[src/rtl/shift_pkg.sv]
// Shared definitions for the shift sequencer: operation encodings and FSM states.
package shift_pkg;

  localparam logic [1:0] OP_SLL = 2'b00;
  localparam logic [1:0] OP_SRL = 2'b01;
  localparam logic [1:0] OP_SRA = 2'b10;
  localparam logic [1:0] OP_ROR = 2'b11;

  typedef enum logic [1:0] {
    IDLE  = 2'b00,
    SHIFT = 2'b01,
    DONE  = 2'b10
  } state_t;

endpackage

[src/rtl/mux2x1.sv]
// Single-bit 2:1 multiplexer cell: y = sel ? b : a.
module mux2x1 (
  input  logic a,
  input  logic b,
  input  logic sel,
  output logic y
);

  assign y = sel ? b : a;

endmodule

[src/rtl/shift_step.sv]
// One-position shift/rotate of a WIDTH-bit word, built from mux2x1 cells.
module shift_step
  import shift_pkg::*;
#(
  parameter int WIDTH = 16
) (
  input  logic [WIDTH-1:0] in,
  input  logic [1:0]       op,
  output logic [WIDTH-1:0] out
);

  logic             is_sll;
  logic             fill_sign_or_rot;
  logic             msb_fill;
  logic [WIDTH-1:0] left_val;
  logic [WIDTH-1:0] right_val;

  assign is_sll = (op == OP_SLL);

  // Bit shifted into the MSB on right moves: 0 for SRL, sign for SRA, LSB for ROR.
  mux2x1 u_fill_sel (
    .a   (in[WIDTH-1]),
    .b   (in[0]),
    .sel (op[0]),
    .y   (fill_sign_or_rot)
  );

  mux2x1 u_fill_zero (
    .a   (1'b0),
    .b   (fill_sign_or_rot),
    .sel (op[1]),
    .y   (msb_fill)
  );

  assign left_val  = {in[WIDTH-2:0], 1'b0};
  assign right_val = {msb_fill, in[WIDTH-1:1]};

  for (genvar i = 0; i < WIDTH; i++) begin : g_bit
    mux2x1 u_dir (
      .a   (right_val[i]),
      .b   (left_val[i]),
      .sel (is_sll),
      .y   (out[i])
    );
  end

endmodule

[src/rtl/shift_sequencer.sv]
// Multi-cycle shifter: applies shift_step once per clock, shamt times, then strobes done.
module shift_sequencer
  import shift_pkg::*;
#(
  parameter int WIDTH = 16,
  parameter int AMT_W = 4
) (
  input  logic             clk,
  input  logic             reset,
  input  logic             start,
  input  logic [1:0]       op,
  input  logic [WIDTH-1:0] data_in,
  input  logic [AMT_W-1:0] shamt,
  output logic             busy,
  output logic             done,
  output logic [WIDTH-1:0] result
);

  state_t           state_q, state_d;
  logic [AMT_W-1:0] cnt_q, cnt_d;
  logic [WIDTH-1:0] result_q, result_d;
  logic [1:0]       op_q, op_d;
  logic [WIDTH-1:0] step_out;
  logic             accept;

  // A new command can only be taken when no shift is in flight.
  assign accept = start && (state_q != SHIFT);

  shift_step #(.WIDTH(WIDTH)) u_step (
    .in  (result_q),
    .op  (op_q),
    .out (step_out)
  );

  always_ff @(posedge clk) begin
    if (reset) begin
      state_q  <= IDLE;
      cnt_q    <= '0;
      result_q <= '0;
      op_q     <= OP_SLL;
    end else begin
      state_q  <= state_d;
      cnt_q    <= cnt_d;
      result_q <= result_d;
      op_q     <= op_d;
    end
  end

  always_comb begin
    state_d = state_q;
    case (state_q)
      IDLE, DONE: begin
        if (start) state_d = (shamt == '0) ? DONE : SHIFT;
        else       state_d = IDLE;
      end
      SHIFT:   state_d = (cnt_q == AMT_W'(1)) ? DONE : SHIFT;
      default: state_d = IDLE;
    endcase
  end

  always_comb begin
    cnt_d    = cnt_q;
    result_d = result_q;
    op_d     = op_q;
    if (accept) begin
      cnt_d    = shamt;
      result_d = data_in;
      op_d     = op;
    end else if (state_q == SHIFT) begin
      cnt_d    = cnt_q - AMT_W'(1);
      result_d = step_out;
    end
  end

  always_comb begin
    busy = (state_q == SHIFT);
    done = (state_q == DONE);
  end

  assign result = result_q;

endmodule

[config.mk]
export PLATFORM = sky130hd
export DESIGN_NAME = shift_sequencer
export DESIGN_NICKNAME = d
export VERILOG_FILES = /design/src/rtl/shift_pkg.sv /design/src/rtl/mux2x1.sv /design/src/rtl/shift_step.sv /design/src/rtl/shift_sequencer.sv
export SDC_FILE = /design/constraint.sdc
export NUM_CORES = 1
export LEC_CHECK = 0
export BUFFER_PORTS_ARGS = -buffer_cell sky130_fd_sc_hd__buf_4
export CORE_MARGIN = 1.5
export CORE_UTILIZATION = 34
export CTS_BUF_LIST = sky130_fd_sc_hd__clkbuf_8 sky130_fd_sc_hd__clkbuf_16
export DETAILED_ROUTE_END_ITERATION = 8
export GPL_TIMING_DRIVEN = 1
export MAX_ROUTING_LAYER = met4
export SLEW_MARGIN = 15
export SYNTH_ARGS = -nofsm -noshare
export SYNTH_HDL_FRONTEND = slang
export SYNTH_HIERARCHICAL = 1
export SYNTH_SLANG_ARGS = --single-unit
[constraint.sdc]
create_clock -name clk -period 5 [get_ports clk]
set_clock_uncertainty 0.1 [all_clocks]
set_input_delay 1 -clock clk [delete_from_list [all_inputs] [get_ports clk]]
set_output_delay 1 -clock clk [all_outputs]
set_load 0.02 [all_outputs]
== Word-level counts from Yosys, hierarchy flattened ==
Index checks and enable logic that the tools add are counted.

* Output and inout bits: 18
* Bits in registers: 24
* Input port bits: 25
* Word-level logic and storage cells: 44

* Reductions and logical operators: 7
* Add/sub/neg operators: 1
* Equal/unequal tests: 5
* Muxes and demuxes: 26

{| class="wikitable"
|+ Operators by type and width
! cell !! count
|-
| two-way mux 16 bit || 2
|-
| two-way mux 1 bit || 18
|-
| two-way mux 4 bit || 2
|-
| two-way mux 2 bit || 3
|-
| == test 4 x 1 -> 1 bit, second input constant || 1
|-
| logical NOT 2 bit || 2
|-
| logical NOT 4 bit || 1
|-
| != test 4 x 2 -> 1 bit, second input constant || 1
|-
| case mux 2 bit (2 select lines) || 1
|-
| subtractor 4 x 1 -> 4 bit, second input constant || 1
|-
| == test 2 x 1 -> 1 bit, second input constant || 1
|-
| == test 2 bit, second input constant || 1
|-
| != test 2 x 1 -> 1 bit, second input constant || 1
|-
| AND reduction 2 bit || 1
|-
| nonzero test 2 bit || 1
|-
| OR reduction 2 bit || 1
|-
| logical AND 1 bit || 1
|}

== Logic depth before layout (Yosys ltp) ==
Gate-level depths: netlist (run 1).

* Word-level depth: 5
* Gate-level depth with buffers: 5
* Gate-level depth less buffers: 5

== Hierarchy ==
The synthesis (run 1) kept the hierarchy.

{| class="wikitable"
|+ Modules (own cells, without submodules)
! module !! area each (um2) !! times used !! cells each !! sequential area each (um2)
|-
| shift_sequencer || 1124.8 || 1 || 123 || 480.5
|-
| mux2x1 || 15.0 || 18 || 1 || 0.0
|-
| shift_step || 7.5 || 1 || 2 || 0.0
|}

== Worst setup path after synthesis (run 1) ==
Ideal clock, no wire load.

* Path type: register to register
* From: register op_q[1]
* To: register result_q[10] (netlist: result[10])
* Setup time: 0.138 ns
* Arrival time: 1.902 ns
* Required time: 4.762 ns
* Slack: 2.860 ns
* Clock period less this slack: 2.140 ns
* Buffers on the path: 0
* Cell stages (with the launch flop): 5
* Cells stage by stage: dfxtp_1 -> nor2_1 -> mux2_4 -> nor2_1 -> a211oi_1

* Word-level cells in the longest chain between the ends: 4

{| class="wikitable"
|+ Ends and longest elaborated chain
! what !! RTL line !! text
|-
| start: declaration || shift_sequencer.sv:22 || <nowiki>logic [1:0] op_q, op_d;</nowiki>
|-
| start signal: assignment || shift_sequencer.sv:45 || <nowiki>op_q <= op_d;</nowiki>
|-
| logical NOT 2 bit || shift_step.sv:18 || <nowiki>assign is_sll = (op == OP_SLL);</nowiki>
|-
| named net u_step.is_sll || shift_step.sv:12 || <nowiki>logic is_sll;</nowiki>
|-
| two-way mux 1 bit || mux2x1.sv:9 || <nowiki>assign y = sel ? b : a;</nowiki>
|-
| named net step_out[10] || shift_sequencer.sv:23 || <nowiki>logic [WIDTH-1:0] step_out;</nowiki>
|-
| two-way mux 16 bit || shift_sequencer.sv:69 || <nowiki>end else if (state_q == SHIFT) begin</nowiki>
|-
| two-way mux 16 bit || shift_sequencer.sv:65 || <nowiki>if (accept) begin</nowiki>
|-
| end signal: assignment || shift_sequencer.sv:44 || <nowiki>result_q <= result_d;</nowiki>
|-
| end: declaration || shift_sequencer.sv:21 || <nowiki>logic [WIDTH-1:0] result_q, result_d;</nowiki>
|}

The timed path passes the listed nets, and every way through them passes these cells. The select of a mux whose other input is x is not followed.
A chain may end at the register's enable or synchronous reset.

== Worst setup path in the final report (run 1) ==
* From: register state_q[1]
* To: output port busy

* Word-level cells in the longest chain between the ends: 1

{| class="wikitable"
|+ Ends and longest elaborated chain
! what !! RTL line !! text
|-
| start: declaration || shift_sequencer.sv:19 || <nowiki>state_t state_q, state_d;</nowiki>
|-
| start signal: assignment || shift_sequencer.sv:42 || <nowiki>state_q <= state_d;</nowiki>
|-
| == test 2 x 1 -> 1 bit || shift_sequencer.sv:76 || <nowiki>busy = (state_q == SHIFT);</nowiki>
|-
| end: declaration || shift_sequencer.sv:14 || <nowiki>output logic busy,</nowiki>
|}

Every way passes these cells.

==> impl_results.md, run 1 <==
- Status: finished, final reports clean
- CTS buffer count: 3
- Largest net degree at the start of global routing: between 40 and 50
- Commonest non-fill, non-tap cell in the layout: buf_4
- CP Data Required Time: ~4 ns
- Root Buffer: clkbuf_8
- R2R depth: 4
- Overflow after GRT: 0
- FF-to-FF End: result[7]$_SDFFE_PP0P_
- Vias in the first global route: 1119
- Post-placement cell count: 227
- Most frequent cells in the layout: buf_4 (43), dfxtp_1 (24), a211oi_1 (19)
- Startpoint type of the worst setup path: flop
- Die width: 67.2 um
- Clock Latency Late Sink: 0.27 ns
- CP Capture Type: output port
- Htree depth: 1
- Leak: 0.864 nW
- Routed vias: 1171
- Slew Viols, Final: 0
- Post-layout net count: approximately 210
- Drt drc: 0
- Yosys Warn Count: 6
- Final Hold Viols: 0
- Total global-route track usage: 14.5%
- Hold Path Cell Cnt: 2
- Final WL: 3170 um
- Drt first pass iters: 4
- WHS Endpoint: op_q[1]$_SDFFE_PP0P_
- First-pass GRT wire length: 4930 um
- CORE AREA: 3970 sq um
- Clock Sinks: 24
- Starting DRC count in detailed routing: 47
- Hold/Removal Path Class: reg -> reg
- DIE AREA: ~4500 sq um
- VDD IR max: roughly 0.00016 V
- Syn-to-layout area delta: 28.9%
- Crit path from: state_q[1]$_SDFF_PP0_
- Wire per inst: approximately 14 um
- Pwr/cell area: 319 nW/um^2
- Clk slew on worst S/H paths: 0.08 ns
- CP Data Arrival Time: roughly 1.4 ns
- Min cycle time layout: 2.51 ns
- RSZ-0062 raised after global routing: no
- Crit share post-route: roughly half
- Slew HR: around a quarter
- Share of layout cells above drive strength 1: between 30% and 40%
- Post-CTS Setup Bufs: 0
- Worst Path Max Fanout: 42
- Via density per instance: just over 5
- Starting Density: between 30% and 40%
- Max-cap violation count: 0
- Actual slew at the worst max-slew pin: 1.12 ns
- HP Start: op_q[1]$_SDFFE_PP0P_
- Cell area after synthesis: roughly 1400 sq um
- CTS tree: built
- Final count of negative-setup-slack endpoints: 0
- Final setup margin: 2.49 ns
- Syn Inst Count: between 100 and 150
- CTS Buffer Depth: 2
- Post-CTS sizing: 0
- GP Congestion: 0.725
- DP Wirelength: 2210 um
- Place WS: around 2.8 ns
- FP Rows: 23
- Sequential Area: between 400 and 500 sq um
- Cts hold-fix bufs: 0
- Register area share after synthesis: 34.3%
- Fill count: 408
- CP Class: reg -> out
- FF-to-FF setup slack: 3.02 ns
- Flops & latches, synth: 24
- Crit Reg-Reg Startpoint: op_q[1]$_SDFFE_PP0P_
- Min Hold Slack: between 0.4 and 0.5 ns
- Final std cells w/o fill: approximately 230
- Multi-input logic area: 856 sq um
- PortBufs: 42
- FMAX: 0.399 GHz
- Synth unique cells: 27
- Initial antenna violation count: 0
- Num ports: 43
- Post-DRT Antenna Nets: 0
- Antenna cells: 0
- Syn avg cell area: about 9.8 sq um
- Fin Setup TNS: 0 ns
- Die H: 67.2 um
per-stage QoR:
step,util (%),area [sq um],power [W]
6_report,45.5,1810,0.000577
5_1_grt,45.5,1810,0.000606
4_1_cts,45.5,1810,0.000584
3_5_place_dp,43.7,1740,0.000411
3_3_place_gp,43.7,1740,0.000408
2_1_floorplan,-,1410,0.000356
power breakdown:
group	switching (W)	total, W	internal [W]
Clock	0.0000639	0.000171	0.000107
Combinational	0.0000805	0.000172	0.0000914
Sequential	0.0000220	0.000234	0.000212
worst max-delay path by stage:
| stage | end | slack (ns) | depth (start not counted) |
|---|---|---|---|
| 6_report | busy | 2.49 | 4 |
| 5_1_grt | busy | 2.43 | 4 |
| 4_1_cts | busy | 2.50 | 4 |
| 3_5_place_dp | busy | 2.80 | 4 |
| 3_3_place_gp | busy | 2.84 | 4 |
| 2_1_floorplan | result[10]$_SDFFE_PP0P_ | 2.86 | 4 |
worst max-delay path, cell delays in order, from the launching register on:
cell and delay (ns):
dfxtp_1 0.33, nand2b_1 0.10, buf_4 0.36, inv_2 0.15, buf_4 0.19
layer usage:
layer	up-vias	part of all wire, %	GRT usage [%]
li1	591	-	-
met1	550	46	16.9
met2	28	49	25.4
met3	2	4.9	2.00
met4	0	0.66	5.36
met5	-	0	-
state kept, by name, summed over array words and instances, names as in the netlist:
name / count
result: 16
cnt_q: 4
op_q: 2
state_q: 2
cells by family (layout without fill, tap and decap cells):
group,Yosys count,count (layout),share of synthesized area (%)
other,1,2,0.267
AND/OR/NAND/NOR,36,36,12.0
AO/OA/AOI/OAI,32,32,15.8
flip-flops,24,24,34.3
buffers and inverters,14,51,5.17
multiplexers,34,34,30.7
adder cells (fa/ha/maj),2,2,1.78
synthesized netlist by cell type (all sizes together):
| master | count | area (sq um) |
|---|---|---|
| dfxtp | 24 | 480 |
| a211oi | 19 | 143 |
| nor2 | 19 | 71.3 |
| mux2 | 18 | 270 |
| mux2i | 16 | 160 |
| buf | 7 | 46.3 |
| nand3 | 5 | 25.0 |
| nor2b | 5 | 31.3 |
| o21ai | 5 | 25.0 |
| inv | 4 | 15.0 |
| a21oi | 3 | 15.0 |
| clkbuf | 3 | 11.3 |
| a31oi | 2 | 12.5 |
| ha | 2 | 25.0 |
| nand2b | 2 | 12.5 |
| or3 | 2 | 12.5 |
| a21o | 1 | 7.51 |
| a32oi | 1 | 8.76 |
| and2 | 1 | 6.26 |
| conb | 1 | 3.75 |
| nand2 | 1 | 3.75 |
| nor4 | 1 | 6.26 |
| o211a | 1 | 10.0 |
final cells by class:
| type | instances | area share, % |
|---|---|---|
| Clock buffer | 3 | 2.28 |
| Tap cell | 50 | 3.46 |
| Multi-Input combinational cell | 106 | 47.3 |
| Clock inverter | 1 | 1.66 |
| Inverter | 4 | 0.830 |
| Timing Repair Buffer | 43 | 17.9 |
| Sequential cell | 24 | 26.6 |
(Power assumes the default switching activity.)
==> run 2: changes to the inputs <==
clock period = 2.1 ns   (was 5 ns; I/O delays follow)
==> run 2 against run 1 <==
Effect of this change: clock power is 56% higher; clock-buffer cell count unchanged; die area stayed put; critical endpoint is now result[15]$_SDFFE_PP0P_.
==> impl_results.md, run 2 (same netlist as run 1, synthesis figures left out) <==
- Fill count: a little over 400
- Total global-route track usage: 15.6%
- Max-cap violation count: 0
- Post-layout net count: 211
- Min cycle time layout: around 1.6 ns
- VDD IR max: 0.000244 V
- Cts hold-fix bufs: 0
- Fin Setup TNS: 0 ns
- Worst-path cell chain: mux2_4 -> mux2_4 -> mux2_4 -> nor2_1 -> a211oi_1
- Final setup margin: 0.517 ns
- Clock Latency Late Sink: 0.26 ns
- Final core area utilization: between 40 and 50%
- Routed vias: 1174
- Starting Density: a little over a third
- DIE AREA: 4520 sq um
- Status: finished, final reports clean
- Post-CTS sizing: 0
- Largest net degree at the start of global routing: 27
- Startpoint type of the worst setup path: flop
- Vias in the first global route: 1119
- Commonest non-fill, non-tap cell in the layout: buf_4
- Multi-input logic area: 856 sq um
- CTS Buffer Depth: 2
- Hold/Removal Path Class: in -> reg
- Initial antenna violation count: 0
- Root Buffer: clkbuf_8
- First-pass GRT wire length: roughly 5300 um
- Final Hold Viols: 0
- Antenna cells: 0
- Place WS: 0.524 ns
- Most frequent CP cell: mux2_4
- GP Congestion: roughly 0.69
- Die H: 67.2 um
- Syn-to-layout area delta: 27.8%
- PortBufs: 42
- Via density per instance: 5.06
- Crit path max-delay cell type: dfxtp_1
- Slew Viols, Final: 0
- Wire per inst: 13.9 um
- Share of layout cells above drive strength 1: 37.4%
- Clk slew on worst S/H paths: about 0.08 ns
- Htree depth: 1
- CTS buffer count: 3
- Leak: 0.859 nW
- CP Capture Type: flop
- Crit share post-route: approximately 75%
- CP Data Arrival Time: ~1.6 ns
- Drt drc: 0
- Max stage delay on crit path: 0.39 ns
- Worst Path Max Fanout: 3
- Largest register FFs: 16
- Crit Reg-Reg Startpoint: op_q[0]$_SDFFE_PP0P_
- Die width: between 60 and 70 um
- Starting DRC count in detailed routing: 85
- Pwr/cell area: 691 nW/um^2
- CP Data Required Time: 2.14 ns
- Clock Sinks: 24
- Final WL: 3230 um
- CP Class: reg -> reg
- Drt first pass iters: 4
- Overflow after GRT: 0
- Post-CTS Setup Bufs: 0
- RSZ-0062 raised after global routing: no
- FMAX: 0.632 GHz
- FP Rows: 23
- Most frequent cells in the layout: buf_4 (45), dfxtp_1 (24), a211oi_1 (19)
- Sequential Area: 480 sq um
- Crit path from: op_q[0]$_SDFFE_PP0P_
- CORE AREA: 3970 sq um
- Num ports: 43
- HP Start: op[1]
- DP Wirelength: 2260 um
- CTS tree: built
- Post-DRT Antenna Nets: 0
- Final count of negative-setup-slack endpoints: 0
==> run 2: cell count changes in the layout (fill, tap and decap cells not counted), sizes merged <==
cell    delta
bufinv     -1
buf        +2
==> run 2: layout make-up <==
cell class,instances,share of cell area [%]
multi-input combinational,106,47.7
sequential,24,26.8
timing repair buffer,45,18.8
tap,50,3.49
clock buffer,3,2.30
inverter,4,0.837
==> run 2: worst paths after layout <==
check / endpoint / slack [ns] / cells past startpoint
max: result[15]$_SDFFE_PP0P_ / 0.52 / 5
max reg2reg: result[15]$_SDFFE_PP0P_ / 0.52 / 5
min reg2reg: cnt_q[3]$_SDFFE_PP0P_ / 0.42 / 2
min: op_q[1]$_SDFFE_PP0P_ / 0.32 / 3
==> run 2: critical path, delay by kind of cell, from the launching register on <==
kind	cells	cell delay (ns)
multiplexers	3	0.83
flip-flops	1	0.39
AND/OR/NAND/NOR	1	0.10
AO/OA/AOI/OAI	1	0.05
==> run 2: stage by stage <==
step / cell area (sq um) / instances / hold WS, ns / total power (W)
after floorplan: 1410 / 144 / 0.377 / 0.000846
after global placement: 1750 / 229 / 0.408 / 0.000975
after detailed placement: 1750 / 229 / 0.409 / 0.000983
after CTS: 1790 / 232 / 0.319 / 0.00126
after global routing: 1790 / 232 / 0.340 / 0.00132
final: 1790 / 232 / 0.324 / 0.00124
==> run 2: where the power goes <==
part / total, W / switching [W] / internal [W]
registers: 0.000557 / 0.0000526 / 0.000505
clock network: 0.000267 / 0.000139 / 0.000128
logic: 0.000415 / 0.000193 / 0.000222
==> run 2: layer usage <==
layer  global-route usage, %  vias to the layer above  routed length [um]
li1                        -                      594                   -
met1                    19.4                      554                1460
met2                    26.1                       24                1600
met3                    2.17                        2                 146
met4                    5.36                        0                  24
met5                       -                        -                   0
==> run 3: changes to the inputs <==
clock period = 1.4 ns   (was 2.1 ns; I/O delays follow)
==> run 3 against run 2 <==
Effect of this change: the flow now finishes with violations (setup timing); largest cell class unchanged; combinational power increased by 65%; utilization up 2.6 points; largest power group unchanged; wire length up 7.2%; first-iteration DRC count is 22% lower.
==> impl_results.md, run 3 (same netlist as run 1, synthesis figures left out) <==
- FP Rows: 23
- Hold/Removal Path Class: in -> reg
- HP Start: op[1]
- Share of layout cells above drive strength 1: between 40 and 50%
- Final count of negative-setup-slack endpoints: 17
- VDD IR max: 0.000500 V
- GP Congestion: a little under 0.7
- DIE AREA: 4520 sq um
- CTS Buffer Depth: 2
- Drt drc: 0
- Crit share post-route: 110%
- CP Data Required Time: 1.45 ns
- Clock Latency Late Sink: 0.27 ns
- CP Class: reg -> reg
- Pwr/cell area: 1060 nW/um^2
- Max stage delay on crit path: 0.36 ns
- Startpoint type of the worst setup path: flop
- Crit path max-delay family: multiplexers
- CP Data Arrival Time: 1.58 ns
- Status: complete, but fails checks
- Most frequent cells in the layout: buf_4 (46), a211oi_1 (19), dfxtp_1 (19)
- Finished Cell Area: approximately 1900 sq um
- Initial antenna violation count: 0
- Final setup margin: -0.136 ns
- Largest net degree at the start of global routing: 39
- Wire per inst: 14.7 um
- Die H: 67.2 um
- Root Buffer: clkbuf_8
- Drt first pass iters: 4
- CP Capture Type: flop
- Post-DRT Antenna Nets: 0
- Worst-path cell chain: mux2_4 -> mux2_4 -> mux2_4 -> nor2_4 -> a211oi_1
- Vias in the first global route: approximately 1200
- Antenna cells: 0
- Buf/Inv on CP: 0
- Syn-to-layout area delta: 35.3%
- Crit Reg-Reg Startpoint: op_q[0]$_SDFFE_PP0P_
- Cts hold-fix bufs: 0
- Max-cap violation count: 0
- CTS tree: built
- Min cycle time layout: 1.54 ns
- Clk slew on worst S/H paths: 0.09 ns
- Starting DRC count in detailed routing: 66
- Die width: 67.2 um
- Leak: approximately 0.89 nW
- Slew Viols, Final: 0
- First-pass GRT wire length: ~5700 um
- DP Area: ~1800 sq um
- Worst Path Max Fanout: 2
- RSZ-0062 raised after global routing: yes
- Final Hold Viols: 0
- Via density per instance: 5.13
- CORE AREA: 3970 sq um
- Crit path from: op_q[0]$_SDFFE_PP0P_
- Post-layout net count: 214
- Overall Power: between 0.002 and 0.0025 W
- Total global-route track usage: approximately 17%
- Clock Sinks: 24
- Crit path max-delay cell type: dfxtp_4
- FMAX: 0.651 GHz
- Most frequent CP cell: mux2_4
- Num ports: 43
- Post-placement cell count: 230
- PortBufs: 42
- Overflow after GRT: 0
- Htree depth: 1
- DP Wirelength: 2330 um
- CTS buffer count: 3
- Final WL: between 3000 and 4000 um
- Routed vias: 1211
- Largest register FFs: 16
- Starting Density: 35.3%
- Final std cells w/o fill: 236
- Violated checks: setup timing
- Commonest non-fill, non-tap cell in the layout: buf_4
==> run 3: cell count changes in the layout (fill, tap and decap cells not counted) <==
cell | before | now
or3_4 | 0 | 2
nand2b_4 | 0 | 1
nor2_4 | 0 | 2
dfxtp_1 | 24 | 19
dfxtp_4 | 0 | 2
dfxtp_2 | 0 | 3
or3_1 | 2 | 0
buf_4 | 45 | 46
nor2_1 | 18 | 16
nand2b_1 | 2 | 1
clkbuf_8 | 3 | 4
buf_12 | 0 | 2
==> run 3: area by class of cell <==
class / count / area (sq um)
Clock buffer: 4 / 55.1
Timing Repair Buffer: 48 / 385
Tap cell: 50 / 62.6
Inverter: 4 / 15.0
Multi-Input combinational cell: 106 / 888
Sequential cell: 24 / 492
Fill cell: 391 / 2070
==> run 3: per-stage QoR <==
stage                     setup TNS [ns]  setup WS (ns)  hold WS, ns  utilization (%)
final                             -0.855         -0.136        0.168             47.8
after CTS                         -0.842         -0.124        0.163             47.2
after global placement            -0.123         -0.123        0.394             45.1
after global routing               -1.86         -0.172        0.175             47.8
after floorplan                    -1.06         -0.101        0.251                -
after detailed placement          -0.168         -0.168        0.404             45.1
==> run 3: path summary, 6_finish.rpt <==
kind,end,slack [ns],cells after the start
setup / recovery,result[15]$_SDFFE_PP0P_,-0.14,5
hold reg to reg,cnt_q[0]$_SDFFE_PP0P_,0.38,1
setup reg to reg,result[15]$_SDFFE_PP0P_,-0.14,5
hold / removal,op_q[1]$_SDFFE_PP0P_,0.17,3
==> run 3: timing repair <==
action                                  CTS  global route
endpoints found under the setup margin    2            18
cloned                                    0             0
resized for setup                         4             7
buffers inserted                          2             0
pin swaps                                 3             1
==> run 3: worst min-delay path: cells and delay by family <==
family | cells | cell delay, ns
simple gates | 1 | 0.05
compound gates | 1 | 0.05
buf+inv | 1 | 0.11
==> run 3: power by group <==
group,internal [W],switching [W]
combinational,0.000373,0.000312
sequential,0.000759,0.0000802
clock,0.000251,0.000228
==> run 3: routing by layer <==
layer / track usage, % / vias to the layer above / share of wire [%]
met5: - / - / 0
li1: - / 608 / -
met3: 3.17 / 2 / 4.0
met4: 3.83 / 0 / 0.35
met2: 29.1 / 24 / 51
met1: 20.4 / 577 / 45
